### src/rtl/mem_port_arbiter_pkg.sv
// ---------------------------------------------------------------------------
// mem_port_arbiter_pkg
//   Shared definitions for the unified memory port arbiter.
//   owner_e : identifies which master owns an in-flight read
//             (OWN_NONE / OWN_M0 / OWN_M1). The core's debug and trace logic
//             also uses this encoding.
//   LAST_M0 / LAST_M1 : encoding of the one-bit "previous grant owner" state.
// ---------------------------------------------------------------------------
package mem_port_arbiter_pkg;

    typedef enum logic [1:0] {
        OWN_NONE = 2'd0,
        OWN_M0   = 2'd1,
        OWN_M1   = 2'd2
    } owner_e;

    localparam logic LAST_M0 = 1'b0;
    localparam logic LAST_M1 = 1'b1;

endpackage

### src/rtl/mem_port_arbiter_arb.sv
// ---------------------------------------------------------------------------
// rr_arbiter2
//   Pure combinational decision logic for two requesters. It holds no state:
//   the previous owner and the lock qualification are supplied by the parent.
//   Ports:
//     req0, req1 : requests from master 0 / master 1
//     last       : owner of the previous grant (LAST_M0 / LAST_M1)
//     lock_hold  : master 1 keeps ownership under contention
//     gnt0, gnt1 : one-hot grant, both low when nothing is requested
// ---------------------------------------------------------------------------
module rr_arbiter2
    import mem_port_arbiter_pkg::*;
(
    input  logic req0,
    input  logic req1,
    input  logic last,
    input  logic lock_hold,
    output logic gnt0,
    output logic gnt1
);

    // Master 1 wins when it is the only requester, when it holds a burst
    // lock, or when master 0 owned the previous grant (round-robin).
    // Master 0 takes every remaining request, so the grant is never two-hot.
    always_comb begin
        gnt1 = req1 && (!req0 || lock_hold || (last == LAST_M0));
        gnt0 = req0 && !gnt1;
    end

endmodule

### src/rtl/mem_port_arbiter.sv
// ---------------------------------------------------------------------------
// mem_port_arbiter
//   Shares the single unified memory port between the core (master 0) and a
//   program loader / DMA engine (master 1). One owner is granted per cycle,
//   its address phase is forwarded to memory, and the one-cycle-latency read
//   data is routed back to whichever master issued the read.
//   Ports:
//     clk, reset            : clock, synchronous active-high reset
//     mX_req/we/addr/wdata  : request, write enable, address, write data
//     m1_lock               : master 1 asks for back-to-back ownership
//     mX_gnt                : address phase accepted this cycle (combinational)
//     mX_rvalid / mX_rdata  : read return, one cycle after the grant
//     mem_en/we/addr/wdata  : muxed memory address phase
//     mem_rdata             : memory read data, one cycle after a read
// ---------------------------------------------------------------------------
module mem_port_arbiter
    import mem_port_arbiter_pkg::*;
#(
    parameter int DATA_WIDTH = 32,
    parameter int ADDR_WIDTH = 32,
    parameter int LOCK_MAX   = 16
) (
    input  logic                  clk,
    input  logic                  reset,
    input  logic                  m0_req,
    input  logic                  m0_we,
    input  logic [ADDR_WIDTH-1:0] m0_addr,
    input  logic [DATA_WIDTH-1:0] m0_wdata,
    input  logic                  m1_req,
    input  logic                  m1_we,
    input  logic [ADDR_WIDTH-1:0] m1_addr,
    input  logic [DATA_WIDTH-1:0] m1_wdata,
    input  logic                  m1_lock,
    output logic                  m0_gnt,
    output logic                  m1_gnt,
    output logic                  m0_rvalid,
    output logic                  m1_rvalid,
    output logic [DATA_WIDTH-1:0] m0_rdata,
    output logic [DATA_WIDTH-1:0] m1_rdata,
    output logic                  mem_en,
    output logic                  mem_we,
    output logic [ADDR_WIDTH-1:0] mem_addr,
    output logic [DATA_WIDTH-1:0] mem_wdata,
    input  logic [DATA_WIDTH-1:0] mem_rdata
);

    localparam int CNT_W = $clog2(LOCK_MAX + 1);
    localparam logic [CNT_W-1:0] LOCK_LIMIT = CNT_W'(LOCK_MAX);

    logic             last;
    owner_e           rd_owner;
    logic [CNT_W-1:0] lock_cnt;
    logic             lock_hold;

    // The lock only applies once master 1 has actually won a contended
    // grant (lock_cnt > 0). `last` resets to M1, so without the nonzero
    // test a locked request at reset exit would starve master 0.
    always_comb begin
        lock_hold = m1_lock && (last == LAST_M1)
                    && (lock_cnt != '0) && (lock_cnt < LOCK_LIMIT);
    end

    rr_arbiter2 u_arb (
        .req0      (m0_req),
        .req1      (m1_req),
        .last      (last),
        .lock_hold (lock_hold),
        .gnt0      (m0_gnt),
        .gnt1      (m1_gnt)
    );

    // Forward the winner's address phase; drive zeros when idle so the
    // memory bus is quiet.
    always_comb begin
        mem_en    = m0_gnt || m1_gnt;
        mem_we    = 1'b0;
        mem_addr  = '0;
        mem_wdata = '0;
        if (m0_gnt) begin
            mem_we    = m0_we;
            mem_addr  = m0_addr;
            mem_wdata = m0_wdata;
        end else if (m1_gnt) begin
            mem_we    = m1_we;
            mem_addr  = m1_addr;
            mem_wdata = m1_wdata;
        end
    end

    // Read data is steered by the registered owner of the in-flight read and
    // forced to zero for the master that is not receiving data.
    always_comb begin
        m0_rvalid = (rd_owner == OWN_M0);
        m1_rvalid = (rd_owner == OWN_M1);
        m0_rdata  = m0_rvalid ? mem_rdata : '0;
        m1_rdata  = m1_rvalid ? mem_rdata : '0;
    end

    // Arbitration history, pending-read owner and burst-lock counter.
    // Reset drops any pending read; a write already issued stays done.
    always_ff @(posedge clk) begin
        if (reset) begin
            last     <= LAST_M1;
            rd_owner <= OWN_NONE;
            lock_cnt <= '0;
        end else begin
            if (mem_en) begin
                last <= m1_gnt ? LAST_M1 : LAST_M0;
            end

            if (m0_gnt && !m0_we) begin
                rd_owner <= OWN_M0;
            end else if (m1_gnt && !m1_we) begin
                rd_owner <= OWN_M1;
            end else begin
                rd_owner <= OWN_NONE;
            end

            if (!m1_lock || m0_gnt) begin
                lock_cnt <= '0;
            end else if (m1_gnt && m0_req && (lock_cnt < LOCK_LIMIT)) begin
                lock_cnt <= lock_cnt + 1'b1;
            end
        end
    end

endmodule

### config.mk
export PLATFORM = sky130hd
export DESIGN_NAME = mem_port_arbiter
export DESIGN_NICKNAME = d
export VERILOG_FILES = /design/src/rtl/mem_port_arbiter_pkg.sv /design/src/rtl/mem_port_arbiter_arb.sv /design/src/rtl/mem_port_arbiter.sv
export SDC_FILE = /design/constraint.sdc
export NUM_CORES = 1
export LEC_CHECK = 0
export ABC_AREA = 1
export ABC_CLOCK_PERIOD_IN_PS = 3300
export BUFFER_PORTS_ARGS = -buffer_cell sky130_fd_sc_hd__buf_4
export CAP_MARGIN = 30
export CORE_AREA = 2 2 117 119
export CTS_CLUSTER_SIZE = 30
export DETAILED_ROUTE_END_ITERATION = 16
export DIE_AREA = 0 0 119 121
export PLACE_DENSITY = 0.46
export SLEW_MARGIN = 20
export SYNTH_ARGS = -nofsm -noshare
export SYNTH_HDL_FRONTEND = slang
export SYNTH_SLANG_ARGS = --single-unit
### constraint.sdc
create_clock -name clk -period 3.3 [get_ports clk]
set_input_delay 0.99 -clock clk [delete_from_list [all_inputs] [get_ports clk]]
set_output_delay 0.99 -clock clk [all_outputs]
set_load 0.02 [all_outputs]
Yosys cells after proc, flatten, opt, wreduce, memory -nomap -nowiden
Index checks and enable logic that the tools add are counted. Widths: inputs -> output; s select.

Register bits: 8. Output and inout bits: 134. Logic and storage cells: 41.

$add $sub $neg: 1. Order comparisons: 1. Eq/ne operators: 2. Multiplexer cells: 11. Bitwise gates (word level): 1. Reduce and logical (&&, ||, !) cells: 21.

Operator list (number): $mux 32 (6); $logic_and 1x1->1 (9); $add 5x1->5 const B (1); $logic_not 1->1 (5); $lt 5x5->1 const B (1); $reduce_bool 5->1 (1); $logic_or 1x1->1 (4); $mux 1 (4); $reduce_or 2->1 (2); $eq 2x1->1 const B (1); $eq 2x2->1 const B (1); $mux 2 (1); $not 1->1 (1).

Depth between registers and ports, before layout
Gate-level depths: netlist of run 1.

Depth in word-level cells: 10. Gate-level depth with buffers: 12. Gate-level depth less buffers: 10.

Hierarchy
A second synthesis of run 1 with hierarchy kept.

Cells, all modules: 381. Area, all modules: 1732.9 um^2.

Modules (own cells, without submodules): mem_port_arbiter (times used 1, cells each 374, area an instance 1700.4 um^2, seq. area each 160.2 um^2); rr_arbiter2 (times used 1, cells each 7, area an instance 32.5 um^2, seq. area each 0.0 um^2).

Worst setup path after synthesis of run 1
No wires, ideal clock.

Kind: in2out. Start point: in m1_lock. End point: out mem_addr[0]. Arrival: 1921 ps. Required time: 2310 ps. Setup slack: 389 ps. Stages: 10. Buffers on the path: 2. Cell sequence: inv_1 -> nor2_1 -> nand2_2 -> nand2_4 -> nand2_4 -> inv_2 -> buf_4 -> buf_2 -> nand2_1 -> nand2_1.

Word-level cells in the longest chain between the ends: 9.

RTL lines: start, declared (line mem_port_arbiter.sv:33) `input logic m1_lock,`; $logic_and 1x1->1 (*) (line mem_port_arbiter.sv:59) `lock_hold = m1_lock && (last == LAST_M1)`; $logic_and 1x1->1 (*) (2 in series) (line mem_port_arbiter.sv:60) `&& (lock_cnt != '0) && (lock_cnt < LOCK_LIMIT);`; $logic_or 1x1->1 (*) (2 in series) (line mem_port_arbiter_arb.sv:26) `gnt1 = req1 && (!req0 || lock_hold || (last == LAST_M0));`; $logic_and 1x1->1 (*) (line mem_port_arbiter_arb.sv:26); $logic_not 1->1 (line mem_port_arbiter_arb.sv:27) `gnt0 = req0 && !gnt1;`; $logic_and 1x1->1 (line mem_port_arbiter_arb.sv:27); $mux 32 (*) (line mem_port_arbiter.sv:79) `if (m0_gnt) begin`; end, declared (line mem_port_arbiter.sv:42) `output logic [ADDR_WIDTH-1:0] mem_addr,`.

Mark *: on every way between the ends. The rest lies on a longest branch, timed or not.

Final worst setup path of run 1
Start point: in m1_lock. End point: out mem_wdata[31].

Word-level cells in the longest chain between the ends: 9.

RTL lines: $logic_and 1x1->1 (*) (line mem_port_arbiter.sv:59); $logic_and 1x1->1 (*) (2 in series) (line mem_port_arbiter.sv:60); $logic_or 1x1->1 (*) (2 in series) (line mem_port_arbiter_arb.sv:26); $logic_and 1x1->1 (*) (line mem_port_arbiter_arb.sv:26); $logic_not 1->1 (line mem_port_arbiter_arb.sv:27); $logic_and 1x1->1 (line mem_port_arbiter_arb.sv:27); $mux 32 (*) (line mem_port_arbiter.sv:79); end, declared (line mem_port_arbiter.sv:43) `output logic [DATA_WIDTH-1:0] mem_wdata,`.

Marked as above.

==> results of run 1 <==
## state kept, by name (all words and copies together), names as in the netlist
| register | flops |
|---|---|
| rd_owner | 2 |
| lock_cnt | 5 |
| last | 1 |
## where the power goes
part | total, mW | switching (mW) | internal (mW)
registers | 0.100 | 0.00105 | 0.0993
logic | 0.587 | 0.300 | 0.287
clock network | 0.204 | 0.0475 | 0.156
total | 0.891 | 0.349 | 0.542
## worst min-delay path by stage
stage / start / endpoint / slack, ps / cells past startpoint
after floorplan: last / last / 430 / 2
after global placement: last / last / 450 / 2
after detailed placement: last / last / 460 / 2
after CTS: last / last / 460 / 2
after global routing: last / last / 510 / 2
final: last / last / 470 / 2
## metrics by stage
stage / hold WS, ps / setup WS [ps] / instances
2_1_floorplan: 433.6 / 388.7 / 378
3_3_place_gp: 448.5 / 106.9 / 838
3_5_place_dp: 456.5 / 93.46 / 838
4_1_cts: 463.7 / 92.05 / 841
5_1_grt: 510.5 / 8.479 / 842
6_report: 465.1 / 90.27 / 842
## cell type report
type	count	area, um2	share of cell area (%)
clock buffers	3	75.07	1.790
inverters	45	168.9	4.027
multi-input cells	304	1215	28.97
flip-flops and latches	8	160.2	3.819
well taps	176	220.2	5.251
repair buffers	306	2355	56.15
## cells in the mapped netlist, drive strengths merged
cell type	instances	area, um2
clkbuf	6	22.52
nand3	3	15.01
o21ai	1	5.000
inv	45	168.9
nor3	2	10.01
dfxtp	8	160.2
ha	2	25.02
buf	15	125.1
nor2	70	262.8
xor2	1	8.760
a21oi	5	25.02
nand2	213	819.5
nand4	7	43.79
## metal layers
layer,GRT usage (%),up-vias
li1,-,1675
met1,14.49,1384
met2,25.90,162
met3,3.102,12
met4,2.604,0
met5,0,-
## critical path: cells and delay by family
kind / cells / cell delay [ps]
buffers and inverters: 5 / 630
and+or+nand+nor: 7 / 570
## cell families (layout without fill, tap and decap cells)
group,count (synthesis),after routing
simple gates,295,295
flops,8,8
xor+xnor,1,1
fa+ha+maj,2,2
compound gates,6,6
buf+inv,66,354
==> results by group, run 1 <==
Critical path
  – Reg2reg end: lock_cnt[4]
  – Worst endpoint data arrival time: 2220 ps
  – Crit path max fanout: 40
  – Slowest cell delay on critical path: 200 ps
  – Critical path class: input port to primary output
  – CP startpoint kind: input port
  – RR Startpoint: lock_cnt[0]
  – R2R depth: 9
  – CP required: 2310 ps
  – CP Launch Point: m1_lock
  – Kind of end point of the critical path: primary output
  – Worst setup path end: mem_wdata[31]
  – Critical-path top delay cell: buf_12
  – Flop-to-flop setup slack: 1840 ps
  – Critical-path cell list: buf_4, inv_1, nor2_1, nand2_2, nand2_4, nand2_4, nand2_2, inv_2, buf_12, nand2_1, nand2_1, buf_4

Placement
  – Area post-placement: 4091 um2
  – Buffers on Ports: 300
  – Final Wtd Congestion: 0.8522
  – Dpl hpwl: 9121 um

Logic synthesis
  – Post-Synth Simple-Gate Area: 68.05%
  – Largest family of logic cells by synthesized area: simple AND/OR/NAND/NOR gates
  – Ys Warns: 0
  – Synth Area in Adders: 1.479%
  – Syn Inst Count: 378
  – Yosys cell types: 19
  – Syn avg cell area: 4.475 um2
  – Synth Area in XOR/XNOR: 0.5178%
  – Mux cell area share after synthesis: 0%
  – Sequential fraction of the synthesis area: 9.467%
  – Net Count, Synth: 547
  – Cell Area, Synth: 1692 um2
  – Synth Area in Compound Gates: 1.775%
  – Synth Register Bits: 8

Clock network
  – Clock sink total: 8
  – Root Driver: clkbuf_16
  – CTS H-tree depth: 1
  – CTS tree: yes
  – Clk slew on worst S/H paths: 40 ps
  – Clk_lat worst skew: 230 ps
  – CTS Buf Count: 3
  – # Post-CTS Setup Buffers: 0
  – Post-cts resize count: 0
  – Clock tree buffer depth: 2
  – Hold bufs inserted after CTS: 0

STA
  – Tmin final: 3210 ps
  – Slew Limit Fails: 0
  – Final setup vio count: 0
  – Hold Vio Cnt, Final: 0
  – Clock Skews: 1.783 ps
  – Highest clock rate: 0.3116 GHz
  – Setup_tns: 0 ps
  – Relative max-transition margin: 75.85%
  – Worst-margin pin slew: 361.0 ps
  – Period utilization: 97.26%
  – RSZ-0062 raised after global routing: false

Detailed routing
  – Total iterations of the first detailed-routing run: 4
  – Met3 Wirelength: 886 um
  – Via count: 3233
  – DRC Markers: 0
  – Wl on met1: 3855 um
  – Top routing layer used: met4
  – Wire per inst: 12.64 um
  – Number of DRC markers in iteration 0: 96
  – DRT antenna net count: 0
  – Met2 wire len: 5726 um
  – Final wirelength: 10640 um
  – Vias per cell: 3.840

Floorplan
  – Die ar.: 14400 um2
  – Die span in y: 121 um
  – IO Pins: 301
  – Core area: 13090 um2
  – Die width: 119 um
  – Initial Util: 12.93%
  – Row count: 42

Worst hold path
  – Hold Crit Class: flip-flop to flip-flop

Flow run
  – Maxcap violations: 0

Global route
  – Vias in the first global route: 3014
  – Pin count of the biggest net entering global routing: 43
  – Overflow after GRT: 0
  – First-pass GRT wire length: 15430 um
  – Antenna violations before repair: 0
  – GRT Util Overall: 13.26%

Cells and area
  – Final core utilization: 32.05%
  – Fill cells: 1481
  – N_diodes: 0
  – Fin nets: 837
  – Share of layout cells above drive strength 1: 47.30%
  – Most frequent cells in the layout: buf_4 (302), nand2_1 (209), nor2_1 (70), inv_1 (43), dfxtp_1 (8)
  – Final Cell Area: 4194 um2
  – Commonest non-fill, non-tap cell in the layout: buf_4
  – Area Overhead vs Synth: 147.9%

Status
  – Status: finished, final reports clean

Power and ir drop
  – Peak supply drop: 131.2 uV
  – Power Density: 212.4 nW/um2
  – LEAKAGE: 2.668 nW
  – Power Total: 0.8909 mW
Power figures use the tool's default switching activity.
==> run 2, diff against run 1 <==
- ABC_CLOCK_PERIOD_IN_PS: 3300 -> 2800
- PLACE_DENSITY: 0.46 -> 0.48
- clock period: 3.3 -> 2.8 ns (I/O delays scaled with it)
==> run 2 against run 1 <==
Power rose by 32%. Sequential power increased by 18%. Routed wire length grew 15%. First-iteration DRC count grew 1.0%. Combinational power increased by 39%. Cell count increased by 1.7%. Global-route usage is 0.12 points higher. Count of clock-buffer cells in the layout unchanged. Critical endpoint is now mem_addr[31]. Largest cell class unchanged. Largest power group unchanged.
==> results by group, run 2 (synthesis results as in run 1) <==
Placement
  – Final Wtd Congestion: 0.8549 (+0.32%)
  – Dpl cells: 841 (+0.36%)
  – Buffers on Ports: 300 (unchanged)
  – Area post-placement: 4126 um2 (+0.86%)
  – Dpl hpwl: 9316 um (+2.1%)

Global route
  – Antenna violations before repair: 0 (unchanged)
  – Overflow after GRT: 0 (unchanged)
  – First-pass GRT wire length: 15400 um (-0.18%)
  – GRT Util Overall: 13.38% (+0.12 points)
  – Pin count of the biggest net entering global routing: 38 (-12%)
  – Vias in the first global route: 2956 (-1.9%)

Clock network
  – Clock tree buffer depth: 2 (unchanged)
  – CTS H-tree depth: 1 (unchanged)
  – CTS Buf Count: 3 (unchanged)
  – Root Driver: clkbuf_16
  – Clock sink total: 8 (unchanged)
  – Hold bufs inserted after CTS: 0 (unchanged)
  – Clk slew on worst S/H paths: 40 ps (about the same)
  – Clk_lat worst skew: 230 ps (about the same)
  – CTS tree: yes

Floorplan
  – Initial Util: 12.93% (unchanged)
  – Core area: 13090 um2 (unchanged)
  – Die width: 119 um (unchanged)
  – Die span in y: 121 um (unchanged)
  – Die ar.: 14400 um2 (unchanged)
  – Row count: 42 (unchanged)
  – IO Pins: 301 (unchanged)

Critical path
  – R2R depth: 11 (+2)
  – Kind of end point of the critical path: primary output
  – RR Startpoint: lock_cnt[0]
  – Worst endpoint data arrival time: 1930 ps (-290 ps)
  – Worst setup path end: mem_addr[31]
  – Flop-to-flop setup slack: 1280 ps (-560 ps)
  – Reg2reg end: lock_cnt[0]
  – Crit path max fanout: 9 (-78%)
  – Critical path class: input port to primary output
  – CP required: 1960 ps (-350 ps)
  – CP startpoint kind: input port
  – CP Launch Point: m1_lock

Power and ir drop
  – Combinational share of power: 69.6% (+3.7 points)
  – LEAKAGE: 2.826 nW (+5.9%)
  – Sw Pwr: 0.4550 mW (+30%)
  – Sequential power share: 10.1% (-1.2 points)
  – Power Total: 1.172 mW (+32%)
  – Internal: 0.7167 mW (+32%)
  – Clock Power Share: 20.3% (-2.6 points)
  – Peak supply drop: 191.3 uV (+46%)
  – Sw frac: 38.83% (-0.33 points)
  – Power Density: 251.2 nW/um2 (+18%)

Cells and area
  – Final Cell Area: 4664 um2 (+11%)
  – Share of layout cells above drive strength 1: 51.47% (+4.2 points)
  – N_diodes: 0 (unchanged)
  – Fin nets: 851 (+1.7%)
  – Largest regs: lock_cnt x5, rd_owner x2, last x1
  – Final Instance Count excl. Fillers: 856 (+1.7%)
  – Largest register FFs: 5 (unchanged)
  – Largest register by flop count: lock_cnt
  – Fill cells: 1436 (-3.0%)
  – Commonest non-fill, non-tap cell in the layout: buf_4
  – Area Overhead vs Synth: 175.7%
  – Most frequent cells in the layout: buf_4 (267), nand2_1 (188), nor2_1 (70), inv_1 (43), buf_6 (41)

Flow run
  – Maxcap violations: 0 (unchanged)

STA
  – Tmin final: 2769 ps
  – Hold WS: 474.2 ps (+9.106 ps)
  – Clock Skews: 0.7061 ps (-1.076 ps)
  – Relative max-transition margin: 73.69% (-2.2 points)
  – Highest clock rate: 0.3611 GHz
  – Worst-margin pin slew: 394.1 ps (+33.17 ps)
  – Slew Limit Fails: 0 (unchanged)
  – Setup_tns: 0 ps (unchanged)
  – Final setup vio count: 0 (unchanged)
  – Period utilization: 98.90%
  – RSZ-0062 raised after global routing: true
  – Hold Vio Cnt, Final: 0 (unchanged)

Detailed routing
  – Number of DRC markers in iteration 0: 97 (+1.0%)
  – Final wirelength: 12220 um (+15%)
  – Via count: 3366 (+4.1%)
  – DRT antenna net count: 0 (unchanged)
  – DRC Markers: 0 (unchanged)
  – Total iterations of the first detailed-routing run: 4 (unchanged)
  – Vias per cell: 3.932 (+2.4%)
  – Wire per inst: 14.28 um (+13%)

Status
  – Status: finished, final reports clean

Worst hold path
  – Hold path depth: 2 (unchanged)
  – Hold Crit Class: flip-flop to flip-flop
[run 2: critical path, cell delays in order]
cell,delay (ps)
buf_4,80
inv_1,40
nor2_1,100
nand2_2,80
nand2_4,90
nand2_8,70
nand2_8,100
clkinv_8,90
buf_12,150
nand2_1,60
nand2_1,80
buf_6,140
[run 2: area by class of cell]
cell class | count | area (um2) | area share (%)
sequential | 8 | 160.2 | 3.433
clock buffer | 3 | 75.07 | 1.609
tap | 176 | 220.2 | 4.721
multi-input combinational | 304 | 1290 | 27.66
timing repair buffer | 319 | 2724 | 58.40
inverter | 45 | 186.4 | 3.997
timing repair inverter | 1 | 8.758 | 0.1878
[run 2: power groups by stage]
stage          Sequential (mW)  Combinational, mW  Clock, mW
6_report                 0.118              0.816      0.238
5_1_grt                  0.118              0.869      0.252
4_1_cts                  0.118              0.706      0.245
3_5_place_dp             0.120              0.703          0
3_3_place_gp             0.120              0.700          0
2_1_floorplan            0.120              0.308          0
[run 2: worst min path at each step]
stage	startpoint	to
floorplan	last	last
global placement	last	last
detailed placement	last	last
CTS	last	last
global route	last	last
finish	last	last
[run 2: routing by layer]
layer / global-route usage, % / part of all wire, %
met1: 13.98 / 36
met2: 26.65 / 55
met3: 3.195 / 7.5
met4: 3.125 / 1.4
met5: 0 / 0
[run 2: what timing repair did]
item,in CTS,in global routing
setup endpoints to repair,0,43
buffers inserted,0,1
gates resized for setup,0,69
[run 2: metrics by stage]
stage               worst slack (ps)  util [%]
floorplan                      188.7         -
global route                  -30.77     35.65
finish                         30.84     35.65
CTS                            16.30     32.11
detailed placement             20.89     31.54
global placement               23.70     31.54
